$ cat config.mk
export PLATFORM = sky130hd
export DESIGN_NAME = countdown_timer
export DESIGN_NICKNAME = d
export VERILOG_FILES = /design/src/rtl/countdown_timer.sv
export SDC_FILE = /design/constraint.sdc
export NUM_CORES = 1
export LEC_CHECK = 0
export CAP_MARGIN = 10
export CORE_ASPECT_RATIO = 1.1
export CORE_UTILIZATION = 35
export CTS_CLUSTER_DIAMETER = 50
export DETAILED_ROUTE_END_ITERATION = 8
export DONT_BUFFER_PORTS = 1
export PLACE_DENSITY = 0.55
export SLEW_MARGIN = 20
export SYNTH_ARGS = -nofsm -noshare
export SYNTH_HDL_FRONTEND = slang
export SYNTH_SLANG_ARGS = --single-unit
export TNS_END_PERCENT = 30
$ cat constraint.sdc
create_clock -name CLOCK_50 -period 8.7 [get_ports CLOCK_50]
set_clock_uncertainty 0.2 [all_clocks]
set_input_delay 1.74 -clock CLOCK_50 [delete_from_list [all_inputs] [get_ports CLOCK_50]]
set_output_delay 1.74 -clock CLOCK_50 [all_outputs]
set_load 0.05 [all_outputs]
$ cat src/rtl/countdown_timer.sv
// countdown_timer: minutes:seconds countdown for the 7-segment display.
//
// A minute preset comes from SW. Two debounced push buttons drive the timer:
// KEY1 starts or pauses it, and KEY2 loads the preset. The time counts down
// once per second to 00:00, then the alarm LED lights and the digits flash.
// Everything runs on CLOCK_50, and a one-cycle tick enables each countdown
// step, so there is no derived clock.
//
// Ports:
//   CLOCK_50  in   1  board clock
//   KEY0      in   1  asynchronous active-low reset
//   KEY1      in   1  start/pause button, active-low
//   KEY2      in   1  load button, active-low
//   SW        in   7  minute preset, clamped to 99
//   HEX0..3   out  7  sec ones, sec tens, min ones, min tens (active-low {g..a})
//   LEDR      out  2  [0] running, [1] alarm

// CountdownKeyDebounce: synchronises one active-low button and debounces it.
// It emits a one-cycle press pulse when the accepted level falls.
//
// Ports:
//   clk_i    in   1  clock
//   rstN_i   in   1  asynchronous active-low reset
//   keyN_i   in   1  raw button, active-low
//   press_o  out  1  one-cycle pulse per accepted press
module CountdownKeyDebounce #(
    parameter int DB_CYCLES = 500_000
) (
    input  logic clk_i,
    input  logic rstN_i,
    input  logic keyN_i,
    output logic press_o
);

    localparam int DB_W = (DB_CYCLES > 1) ? $clog2(DB_CYCLES + 1) : 1;
    localparam logic [DB_W-1:0] DB_LAST = DB_W'(DB_CYCLES - 1);

    logic [1:0]      sync_q;
    logic            level_q, level_d;
    logic [DB_W-1:0] cnt_q, cnt_d;
    logic            press_q, press_d;

    // Synchroniser, accepted level, run-length counter and press pulse.
    // Reset makes the button look released, with nothing pending.
    always_ff @(posedge clk_i or negedge rstN_i) begin
        if (!rstN_i) begin
            sync_q  <= 2'b11;
            level_q <= 1'b1;
            cnt_q   <= '0;
            press_q <= 1'b0;
        end else begin
            sync_q  <= {sync_q[0], keyN_i};
            level_q <= level_d;
            cnt_q   <= cnt_d;
            press_q <= press_d;
        end
    end

    // Count the consecutive cycles in which the synchronised level differs
    // from the accepted one. Any cycle where they agree restarts the count,
    // so a bounce shorter than DB_CYCLES is never accepted. Only a falling
    // acceptance (a press) produces a pulse.
    always_comb begin
        level_d = level_q;
        cnt_d   = '0;
        press_d = 1'b0;
        if (sync_q[1] != level_q) begin
            if (cnt_q == DB_LAST) begin
                level_d = sync_q[1];
                press_d = ~sync_q[1];
            end else begin
                cnt_d = cnt_q + 1'b1;
            end
        end
    end

    assign press_o = press_q;

endmodule

module countdown_timer #(
    parameter int CLK_HZ    = 50_000_000,
    parameter int DB_CYCLES = 500_000
) (
    input  logic       CLOCK_50,
    input  logic       KEY0,
    input  logic       KEY1,
    input  logic       KEY2,
    input  logic [6:0] SW,
    output logic [6:0] HEX0,
    output logic [6:0] HEX1,
    output logic [6:0] HEX2,
    output logic [6:0] HEX3,
    output logic [1:0] LEDR
);

    localparam int PW = (CLK_HZ > 1) ? $clog2(CLK_HZ) : 1;
    localparam logic [PW-1:0] PRE_LAST = PW'(CLK_HZ - 1);
    localparam logic [PW-1:0] HALF     = PW'(CLK_HZ / 2);
    localparam logic [6:0]    SEG_BLANK = 7'b1111111;

    typedef enum logic [1:0] {
        IDLE  = 2'd0,
        RUN   = 2'd1,
        PAUSE = 2'd2,
        DONE  = 2'd3
    } state_t;

    state_t        state_q, state_d;
    logic [6:0]    min_q, min_d;
    logic [5:0]    sec_q, sec_d;
    logic [PW-1:0] presc_q, presc_d;
    logic [PW-1:0] flash_q, flash_d;

    logic       startP, loadP;
    logic [6:0] presetMin;
    logic       reachZero;
    logic       blank;
    logic [6:0] secW;

    CountdownKeyDebounce #(.DB_CYCLES(DB_CYCLES)) startKey (
        .clk_i   (CLOCK_50),
        .rstN_i  (KEY0),
        .keyN_i  (KEY1),
        .press_o (startP)
    );

    CountdownKeyDebounce #(.DB_CYCLES(DB_CYCLES)) loadKey (
        .clk_i   (CLOCK_50),
        .rstN_i  (KEY0),
        .keyN_i  (KEY2),
        .press_o (loadP)
    );

    assign presetMin = (SW > 7'd99) ? 7'd99 : SW;

    // State and counter registers. Reset clears everything immediately,
    // so the display shows 00:00 without waiting for a clock edge.
    always_ff @(posedge CLOCK_50 or negedge KEY0) begin
        if (!KEY0) begin
            state_q <= IDLE;
            min_q   <= '0;
            sec_q   <= '0;
            presc_q <= '0;
            flash_q <= '0;
        end else begin
            state_q <= state_d;
            min_q   <= min_d;
            sec_q   <= sec_d;
            presc_q <= presc_d;
            flash_q <= flash_d;
        end
    end

    // Next-state logic. Load wins over start whenever it is honoured. In RUN
    // the prescaler advances on every RUN cycle, including the cycle in which
    // the pause arrives. PAUSE freezes it, including on the resume edge, so
    // the cycles spent in RUN always add up to CLK_HZ per second. The flash
    // counter runs only in DONE, so it is zero on entry.
    always_comb begin
        state_d   = state_q;
        min_d     = min_q;
        sec_d     = sec_q;
        presc_d   = presc_q;
        flash_d   = '0;
        reachZero = 1'b0;
        unique case (state_q)
            IDLE: begin
                if (loadP) begin
                    min_d = presetMin;
                    sec_d = '0;
                end else if (startP && (min_q != '0 || sec_q != '0)) begin
                    state_d = RUN;
                    presc_d = '0;
                end
            end
            RUN: begin
                if (presc_q == PRE_LAST) begin
                    presc_d = '0;
                    if (sec_q != '0) begin
                        sec_d = sec_q - 1'b1;
                    end else begin
                        sec_d = 6'd59;
                        min_d = min_q - 1'b1;
                    end
                    reachZero = (min_q == '0) && (sec_q == 6'd1);
                end else begin
                    presc_d = presc_q + 1'b1;
                end
                if (reachZero) begin
                    state_d = DONE;
                end else if (startP) begin
                    state_d = PAUSE;
                end
            end
            PAUSE: begin
                if (loadP) begin
                    min_d   = presetMin;
                    sec_d   = '0;
                    state_d = IDLE;
                end else if (startP) begin
                    state_d = RUN;
                end
            end
            DONE: begin
                flash_d = (flash_q == PRE_LAST) ? '0 : flash_q + 1'b1;
                if (loadP) begin
                    min_d   = presetMin;
                    sec_d   = '0;
                    state_d = IDLE;
                end else if (startP) begin
                    state_d = IDLE;
                end
            end
            default: state_d = IDLE;
        endcase
    end

    // Digit decoder; anything outside 0-9 shows blank.
    function automatic logic [6:0] segOf(input logic [6:0] d);
        case (d)
            7'd0:    segOf = 7'b1000000;
            7'd1:    segOf = 7'b1111001;
            7'd2:    segOf = 7'b0100100;
            7'd3:    segOf = 7'b0110000;
            7'd4:    segOf = 7'b0011001;
            7'd5:    segOf = 7'b0010010;
            7'd6:    segOf = 7'b0000010;
            7'd7:    segOf = 7'b1111000;
            7'd8:    segOf = 7'b0000000;
            7'd9:    segOf = 7'b0010000;
            default: segOf = SEG_BLANK;
        endcase
    endfunction

    // The display is decoded straight from the registers. In DONE, the first
    // half of each flash period shows 00:00 and the second half is blank.
    assign blank = (state_q == DONE) && (flash_q >= HALF);
    assign secW  = {1'b0, sec_q};

    assign HEX0 = blank ? SEG_BLANK : segOf(secW % 7'd10);
    assign HEX1 = blank ? SEG_BLANK : segOf(secW / 7'd10);
    assign HEX2 = blank ? SEG_BLANK : segOf(min_q % 7'd10);
    assign HEX3 = blank ? SEG_BLANK : segOf(min_q / 7'd10);

    assign LEDR = {state_q == DONE, state_q == RUN};

endmodule
==> flow_metrics.tcl, run 1 <==
set metrics [dict create \
    crit_type "flip-flop to output pin" \
    drtIter0Drc 313 \
    synth_nets 924 \
    rsz0062_at_grt "false" \
    setup_violations 0 \
    peakVddDrop_mv 0.1156 \
    finalHoldViolations 0 \
    ios 41 \
    cts.clk_slew.worst_paths_ns 0.05 \
    ctsRootBufferMaster "clkbuf_16" \
    synth.area.top_cells "dfrtp_1 (36%), nor2_1 (6.8%), ha_1 (5.8%), o21ai_0 (5.0%), xor2_1 (4.8%)" \
    area_growth_pct 11.84 \
    r2r-end "presc_q[16]" \
    finalCritPeriodShare_pct 77.69 \
    clkSinkCount 113 \
    yosys_warnings 0 \
    worstSetupEndpointType "output pin" \
    synth_top_area_share_pct 36.31 \
    diodes 0 \
    ff2ff_path_depth 9 \
    max_freq_ghz 0.1480 \
    cts_setup_buffers 0 \
    worstSkewPairLatency_ns 0.42 \
    grt_overflow_total 0 \
    vias 6081 \
    final_core_util_pct 39.95 \
    slew_viol_final 0 \
    async_reset_ff_share_pct 100.0 \
    seq_area_frac_synth_pct 38.45 \
    syn_inst 879 \
    drt-total-wl_um 16090 \
    clk_path_buf_depth 2 \
    core-area_um2 20640 \
    wl_per_cell_um 14.15 \
    yosysTopAreaCell "dfrtp_1" \
    syn-cell-area_um2 7373 \
    arrival_ns 4.82 \
    rr_startpoint "min_q[1]" \
    yosys-top-cells-count "nor2_1 (133), dfrtp_1 (107), nand2_1 (78), o21ai_0 (74), xor2_1 (40)" \
    startpoint "min_q[5]" \
    hpwlAfterDp_um 11060 \
    start_kind "flip-flop" \
    drtAntennaViolNets 0 \
    synth_edf_count 0 \
    synth.distinct_cells 66 \
    start_util_pct 35.72 \
    slowest_delay_ns 0.83 \
    status "finished, final reports clean" \
    cts_made_buffers 17 \
    fp.dieH_um 154.2 \
    endpoint "HEX2[0]" \
    yosys.cell_count.top_type "nor2_1" \
    final.setup.tns_ns 0 \
    p_leak_nw 3.406 \
    drc 0 \
    grt_pass1_vias 5924 \
    ys.flop_type "dfrtp_1" \
    crit_path_top_delay_cell "dfrtp_1" \
    r2r_setup_slack_ns 5.10 \
    critPathRequiredTime_ns 6.76 \
    dieArea_um2 21650 \
    grtUsageTotal_pct 15.65 \
    firstDrtPassIters 5 \
    worst_pin_slew_ns 1.053 \
    ys_ff_latch 113 \
    slew_headroom_pct 29.34 \
    ctsHtreeMaxLevel 4 \
    nets 913 \
    tritoncts "built" \
    num_rows 55 \
    path_cells "nor2b_1 -> xnor2_1 -> nor2_1 -> a311oi_1 -> ha_1 -> inv_1 -> a221oi_4 -> mux2i_1 -> a211oi_1 -> o21ai_1" \
    drv_cap 0 \
    fp.dieW_um 140.4 \
    antenna_found_initial 0 \
    cts_resized 0 \
    port_buffers 0 \
    hp-class "flip-flop to flip-flop" \
    grt_first_pass_wirelength_um 27920 \
    drive_gt1_share_pct 6.924 \
    routabilityCongestion 0.8416 \
    worstPathMaxFanout 27 \
    viasPerCell 5.348 \
    power-per-cell-area_nw_per_um2 159.2 \
    grt_max_degree 114 \
    postCtsHoldBufs 0 \
    period_minus_slack_ns 6.759 \
    avgSynthCellArea_um2 8.388 \
]
[final cells by class]
class	instances	area [um^2]
clock buffers	22	474.2
multi-input cells	694	4260
flip-flops and latches	113	2835
clock inverters	10	180.2
inverters	37	138.9
well taps	256	320.3
repair buffers	5	37.54
fillers	2091	12400
[layout by cell type (no fill, tap or decap), drive strengths merged, types with 4 or more instances in the layout]
cell type	count
nor2	134
dfrtp	107
nand2	79
o21ai	76
a21oi	41
xor2	40
inv	37
xnor2	37
nand3	37
ha	34
and3	23
clkbuf	22
nand4	20
nor3	19
nor2b	18
nor4	13
nand2b	11
and2	9
or3	8
nor3b	6
dfstp	6
mux2i	5
a211o	5
a31oi	5
a32oi	5
a22oi	5
bufinv	5
buf	5
o21a	4
o211ai	4
mux2	4
o31ai	4
[cells by family (layout without fill, tap and decap cells)]
group / count (synthesis) / in the layout / share of synthesized area [%]
adders and majority gates: 34 / 34 / 5.770
AOI/OAI and AO/OA: 183 / 183 / 15.58
and+or+nand+nor: 391 / 391 / 25.83
DFF: 113 / 113 / 38.45
xor gates and xnor gates: 77 / 77 / 9.146
buffers and inverters: 72 / 74 / 3.937
muxes: 9 / 9 / 1.290
[worst min path at each step]
stage,start,end,depth (start not counted),slack [ns]
global route,loadKey.sync_q[0],loadKey.sync_q[1],0,0.16
detailed placement,loadKey.sync_q[0],loadKey.sync_q[1],0,0.15
CTS,loadKey.sync_q[0],loadKey.sync_q[1],0,0.15
floorplan,loadKey.sync_q[0],loadKey.sync_q[1],0,0.15
global placement,loadKey.sync_q[0],loadKey.sync_q[1],0,0.15
finish,loadKey.sync_q[0],loadKey.sync_q[1],0,0.15
[critical path: cells and delay by family, from the launching register on]
family	cells	cell delay, ns
buffers and inverters	1	0.09
adders and majority gates	1	0.28
and+or+nand+nor	2	0.38
DFF	1	0.83
AOI/OAI and AO/OA	4	2.00
xor gates and xnor gates	1	0.15
muxes	1	0.67
[where the power goes]
part	internal (mW)	switching [mW]	total, mW	leakage, nW
clock network	0.529	0.242	0.771	0.316
logic	0.00347	0.00541	0.00889	1.57
registers	0.530	0.00277	0.533	1.52
[sequential cells by signal, summed over array words and instances, names as in the netlist]
name / count
flash_q: 26
loadKey.cnt_q: 19
loadKey.level_q: 1
loadKey.press_o: 1
loadKey.sync_q: 2
min_q: 7
presc_q: 26
sec_q: 6
startKey.cnt_q: 19
startKey.level_q: 1
startKey.press_o: 1
startKey.sync_q: 2
state_q: 2
[per-layer routing]
| layer | GRT usage, % | vias to the layer above | routed length, um |
|---|---|---|---|
| met1 | 20.05 | 2924 | 7739 |
| met2 | 26.55 | 85 | 7684 |
| li1 | - | 3053 | - |
| met5 | 0 | - | 0 |
| met3 | 3.003 | 19 | 476 |
| met4 | 4.971 | 0 | 187 |
[per-stage QoR]
step                      hold WS (ns)  worst slack, ns  total power, mW  cells  cell area (um^2)
after floorplan                 0.1452            2.209           0.5486    879              7373
after global placement          0.1474            2.483           0.5505   1105              7592
after detailed placement        0.1468            2.380           0.5507   1105              7592
after CTS                       0.1547            1.928            1.328   1137              8247
after global routing            0.1590            1.554            1.353   1137              8247
final                           0.1543            1.941            1.313   1137              8247
No activity file was read; power rests on OpenSTA's default activity.
==> run 2: changes to the inputs <==
--- a/config.mk
+++ b/config.mk
@@ -11,7 +11,7 @@
 export CTS_CLUSTER_DIAMETER = 50
 export DETAILED_ROUTE_END_ITERATION = 8
 export DONT_BUFFER_PORTS = 1
-export PLACE_DENSITY = 0.55
+export PLACE_DENSITY = 0.57
 export SLEW_MARGIN = 20
 export SYNTH_ARGS = -nofsm -noshare
 export SYNTH_HDL_FRONTEND = slang
==> constraint.sdc (replaced) <==
create_clock -name CLOCK_50 -period 5.5 [get_ports CLOCK_50]
set_clock_uncertainty 0.2 [all_clocks]
set_input_delay 1.1 -clock CLOCK_50 [delete_from_list [all_inputs] [get_ports CLOCK_50]]
set_output_delay 1.1 -clock CLOCK_50 [all_outputs]
set_load 0.05 [all_outputs]
==> run 2 against run 1 <==
Wire length is 1.6% lower. Via count up 0.86%. Power rose by 49%. Global-route usage is 0.19 points higher. Sequential share of layout area down 0.72 points. Final area up 2.2%. Worst hold slack got worse by 0.0012 ns. Critical endpoint is now HEX0[5]. Largest power group unchanged. Highest routed layer unchanged.
==> flow_metrics.tcl, run 2 (synthesized netlist as in run 1, its figures left out) <==
set metrics [dict create \
    finalHoldViolations 0 \
    hold_end "loadKey.sync_q[1]" \
    dpl_cell_area_um2 7810 \
    arrival_ns 3.87 \
    worstPathMaxFanout 12 \
    p_int_mw 1.555 \
    combinationalPowerShare_pct 0.7 \
    num-fill-cells 2101 \
    num_rows 55 \
    drc 0 \
    rsz0062_at_grt "false" \
    finalCritPeriodShare_pct 93.97 \
    ios 41 \
    status "finished, final reports clean" \
    final_core_util_pct 40.84 \
    critPathRequiredTime_ns 4.20 \
    start_util_pct 35.72 \
    swShare_pct 20.44 \
    core-area_um2 20640 \
    start_kind "flip-flop" \
    drtIter0Drc 265 \
    rr_startpoint "min_q[1]" \
    p_leak_nw 3.518 \
    diodes 0 \
    pre_cts_ws_ns 0.3932 \
    firstDrtPassIters 4 \
    antenna_found_initial 0 \
    drt-total-wl_um 15830 \
    drtAntennaViolNets 0 \
    postCtsHoldBufs 0 \
    grt_overflow_total 0 \
    grt_pass1_vias 6010 \
    ctsRootBufferMaster "clkbuf_16" \
    hpwlAfterDp_um 11050 \
    peakVddDrop_mv 0.1774 \
    postLayoutCellArea_um2 8431 \
    viasPerCell 5.260 \
    p_sw_mw 0.3996 \
    clk_path_buf_depth 2 \
    fp.dieW_um 140.4 \
    worst_pin_slew_ns 1.048 \
    finalWorstSetupSlack_ns 0.3315 \
    wl_per_cell_um 13.57 \
    nets 942 \
    setup_violations 0 \
    clockPowerShare_pct 56.2 \
    max_freq_ghz 0.1935 \
    grt_max_degree 114 \
    power_frac_seq_pct 43.1 \
    cts_made_buffers 17 \
    grt_first_pass_wirelength_um 28100 \
    worstSetupEndpointType "output pin" \
    crit_type "flip-flop to output pin" \
    cts_setup_buffers 0 \
    power-per-cell-area_nw_per_um2 231.8 \
    grtUsageTotal_pct 15.85 \
    tritoncts "built" \
    vias 6133 \
    ctsHtreeMaxLevel 4 \
    port_buffers 0 \
    top_regs "flash_q (26), presc_q (26)" \
    ff2ff_path_depth 9 \
    period_minus_slack_ns 5.168 \
    r2r_setup_slack_ns 1.93 \
    cts.clk_slew.worst_paths_ns 0.05 \
    layout_commonest_cell "nor2_1" \
    hp-class "flip-flop to flip-flop" \
    dieArea_um2 21650 \
    drv_cap 0 \
    fp.dieH_um 154.2 \
    slew_headroom_pct 30.00 \
    area_growth_pct 14.34 \
    slew_viol_final 0 \
    routabilityCongestion 0.8833 \
    clkSinkCount 113 \
    r2r-end "presc_q[22]" \
    min_from "loadKey.sync_q[0]" \
    drive_gt1_share_pct 10.66 \
    hold_depth 0 \
    worstSkewPairLatency_ns 0.42 \
    layout_common_cells "nor2_1 (133), dfrtp_1 (105), nand2_1 (78), o21ai_0 (58), xor2_1 (40)" \
]
## run 2: cell type report
type,count,area (um^2),share of cell area [%]
clock inverter,13,162.7,1.929
inverter,37,138.9,1.647
multi-input combinational,694,4283,50.80
clock buffer,19,432.9,5.135
timing repair buffer,34,255.2,3.028
tap,256,320.3,3.799
sequential,113,2838,33.66
## run 2: what timing repair did
item	CTS	global route
endpoints found under the setup margin	2	13
endpoints found under the hold margin	0	0
resized for setup	1	7
## run 2: critical path, stage by stage, from the launching register on
cell and delay (ns):
dfrtp_1 0.46, buf_4 0.22, nor2_1 0.10, a221oi_2 0.42, ha_2 0.37, a21oi_1 0.10, a311oi_1 0.44, nor2b_4 0.14
xnor2_1 0.27, inv_1 0.13, ha_1 0.21, and2_1 0.14, o31ai_2 0.20, buf_4 0.23
## run 2: worst max-delay path by stage
stage,slack (ns),cells past startpoint,endpoint,startpoint
6_report,0.33,13,HEX0[5],sec_q[5]
5_1_grt,0.02,13,HEX0[5],sec_q[5]
4_1_cts,0.02,14,HEX0[5],sec_q[2]
3_5_place_dp,0.39,14,HEX0[5],sec_q[2]
3_3_place_gp,0.51,14,HEX0[5],sec_q[2]
2_1_floorplan,-0.20,16,HEX0[5],sec_q[5]
## run 2: power groups by stage
| stage | registers (mW) | clock network [mW] | logic, mW |
|---|---|---|---|
| CTS | 0.842 | 1.13 | 0.0139 |
| floorplan | 0.856 | 0 | 0.0114 |
| global route | 0.843 | 1.17 | 0.0161 |
| global placement | 0.857 | 0 | 0.0137 |
| finish | 0.843 | 1.10 | 0.0138 |
| detailed placement | 0.857 | 0 | 0.0138 |
## run 2: per-layer routing
metal  wire length (um)  track usage (%)  vias to the layer above
met5                  0                0                        -
met1               7654            20.39                     2917
li1                   -                -                     3115
met2               7473            26.40                       81
met3                421            3.158                       20
met4                276            5.651                        0
## run 2: per-stage QoR
| stage | power (mW) | setup TNS [ns] | std cells | hold slack [ns] |
|---|---|---|---|---|
| floorplan | 0.8677 | -0.2005 | 879 | 0.1452 |
| global placement | 0.8706 | 0 | 1134 | 0.1454 |
| detailed placement | 0.8707 | 0 | 1134 | 0.1469 |
| CTS | 1.987 | 0 | 1166 | 0.1547 |
| global route | 2.025 | 0 | 1166 | 0.1555 |
| finish | 1.955 | 0 | 1166 | 0.1531 |
==> run 3: changes to the inputs <==
--- a/config.mk
+++ b/config.mk
@@ -5,7 +5,6 @@
 export SDC_FILE = /design/constraint.sdc
 export NUM_CORES = 1
 export LEC_CHECK = 0
-export CAP_MARGIN = 10
 export CORE_ASPECT_RATIO = 1.1
 export CORE_UTILIZATION = 35
 export CTS_CLUSTER_DIAMETER = 50
@@ -16,4 +15,3 @@
 export SYNTH_ARGS = -nofsm -noshare
 export SYNTH_HDL_FRONTEND = slang
 export SYNTH_SLANG_ARGS = --single-unit
-export TNS_END_PERCENT = 30
==> run 3 against run 2 <==
Wire length down 0.42%. Setup slack got worse by 0.0080 ns. Critical path type unchanged. Power increased by 0.84%. Critical path depth stayed put. Critical endpoint unchanged. Largest power group unchanged. Highest routed layer unchanged. Sequential power hardly changed.
==> flow_metrics.tcl, run 3 (synthesized netlist as in run 1, its figures left out) <==
set metrics [dict create \
    setup_violations 0 \
    layout_commonest_cell "nor2_1" \
    grt_max_degree 114 \
    ios 41 \
    start_kind "flip-flop" \
    num-fill-cells 2087 \
    rr_startpoint "min_q[1]" \
    area_growth_pct 14.80 \
    status "finished, final reports clean" \
    dp_cells 1136 \
    max_freq_ghz 0.1932 \
    viasPerCell 5.236 \
    period_minus_slack_ns 5.176 \
    hold_ws_ns 0.1562 \
    hold_depth 0 \
    worst_pin_slew_ns 0.9718 \
    vias 6121 \
    dieArea_um2 21650 \
    nets 945 \
    hp-class "flip-flop to flip-flop" \
    finalNonFillerCells 1169 \
    seqCellArea_um2 2839 \
    worstSkewPairLatency_ns 0.41 \
    min_from "loadKey.sync_q[0]" \
    routabilityCongestion 0.8500 \
    crit_type "flip-flop to output pin" \
    start_util_pct 35.72 \
    firstDrtPassIters 4 \
    dpl_cell_area_um2 7825 \
    p_leak_nw 3.545 \
    hold_end "loadKey.sync_q[1]" \
    worstSetupEndpointType "output pin" \
    arrival_ns 3.88 \
    wl_per_cell_um 13.48 \
    fp.dieH_um 154.2 \
    grtUsageTotal_pct 15.55 \
    power-per-cell-area_nw_per_um2 232.9 \
    drive_gt1_share_pct 11.17 \
    drt-total-wl_um 15760 \
    critPathRequiredTime_ns 4.20 \
    cts_made_buffers 17 \
    finalWorstSetupSlack_ns 0.3235 \
    worstPathMaxFanout 20 \
    grt_pass1_vias 5921 \
    pre_cts_ws_ns 0.3580 \
    finalCritPeriodShare_pct 94.12 \
    clkSinkCount 113 \
    ctsRootBufferMaster "clkbuf_16" \
    layout_common_cells "nor2_1 (133), dfrtp_1 (104), nand2_1 (78), o21ai_0 (58), xor2_1 (40)" \
    drtAntennaViolNets 0 \
    total_power_mw 1.971 \
    r2r-end "presc_q[22]" \
    multi_input_area_um2 4283 \
    postLayoutCellArea_um2 8464 \
    diodes 0 \
    fp.dieW_um 140.4 \
    ctsHtreeMaxLevel 4 \
    top_regs "flash_q (26), presc_q (26)" \
    drc 0 \
    cts.clk_slew.worst_paths_ns 0.05 \
    slew_headroom_pct 35.08 \
    peakVddDrop_mv 0.1843 \
    grt_overflow_total 0 \
    ff2ff_path_depth 9 \
    finalHoldViolations 0 \
    antenna_found_initial 0 \
    slew_viol_final 0 \
    core-area_um2 20640 \
    r2r_setup_slack_ns 2.03 \
    clk_path_buf_depth 2 \
    hpwlAfterDp_um 10880 \
    drv_cap 0 \
    grt_first_pass_wirelength_um 27550 \
    num_rows 55 \
    drtIter0Drc 271 \
    tritoncts "built" \
    port_buffers 0 \
]
## run 3: cell count changes in the layout (fill, tap and decap cells not counted), sizes merged
cell      before  now
buf           34   37
clkbuf        19   21
clkinvlp       3    2
inv           38   37
## run 3: where the power goes
group | internal (mW) | switching, mW | total, mW | leakage [nW]
registers | 0.839 | 0.00431 | 0.843 | 1.51
clock network | 0.742 | 0.372 | 1.11 | 0.298
logic | 0.00541 | 0.00828 | 0.0137 | 1.73
## run 3: repair_timing
item,4_1_cts,5_1_grt
hold buffers,0,0
setup endpoints to repair,4,13
setup buffers,0,1
pin swaps,0,1
gates resized for setup,2,7
## run 3: worst max-delay path, stage by stage (launching register included)
cell	delay, ns
dfrtp_2	0.54
nor2b_2	0.30
nor4_1	0.08
a221oi_2	0.29
ha_2	0.35
a21oi_1	0.09
a311oi_1	0.48
nor2b_4	0.14
xnor2_1	0.27
inv_1	0.13
ha_1	0.20
and2_1	0.14
o31ai_2	0.21
buf_4	0.23
## run 3: area by class of cell
class | count | share of cell area [%]
Multi-Input combinational cell | 694 | 50.60
Tap cell | 256 | 3.784
Inverter | 37 | 1.641
Clock inverter | 11 | 1.596
Sequential cell | 113 | 33.54
Timing Repair Buffer | 37 | 3.282
Clock buffer | 21 | 5.558
## run 3: how the worst max path moves through the flow
stage	startpoint	end	cells past startpoint
floorplan	sec_q[5]	HEX0[1]	14
global placement	sec_q[4]	HEX0[5]	14
detailed placement	sec_q[4]	HEX0[5]	14
CTS	sec_q[4]	HEX0[5]	14
global route	sec_q[4]	HEX0[5]	13
finish	sec_q[4]	HEX0[5]	13
## run 3: routing by layer
metal	GRT usage, %	share of wire, %	vias to the layer above
met5	0	0	-
li1	-	-	3114
met3	3.158	2.6	14
met1	19.93	48	2904
met2	25.93	48	89
met4	5.599	1.1	0
## run 3: per-stage QoR
step	TNS [ns]	util, %
CTS	0	40.85
global route	-0.02318	41.00
global placement	0	37.90
detailed placement	0	37.90
finish	0	41.00
floorplan	0	-
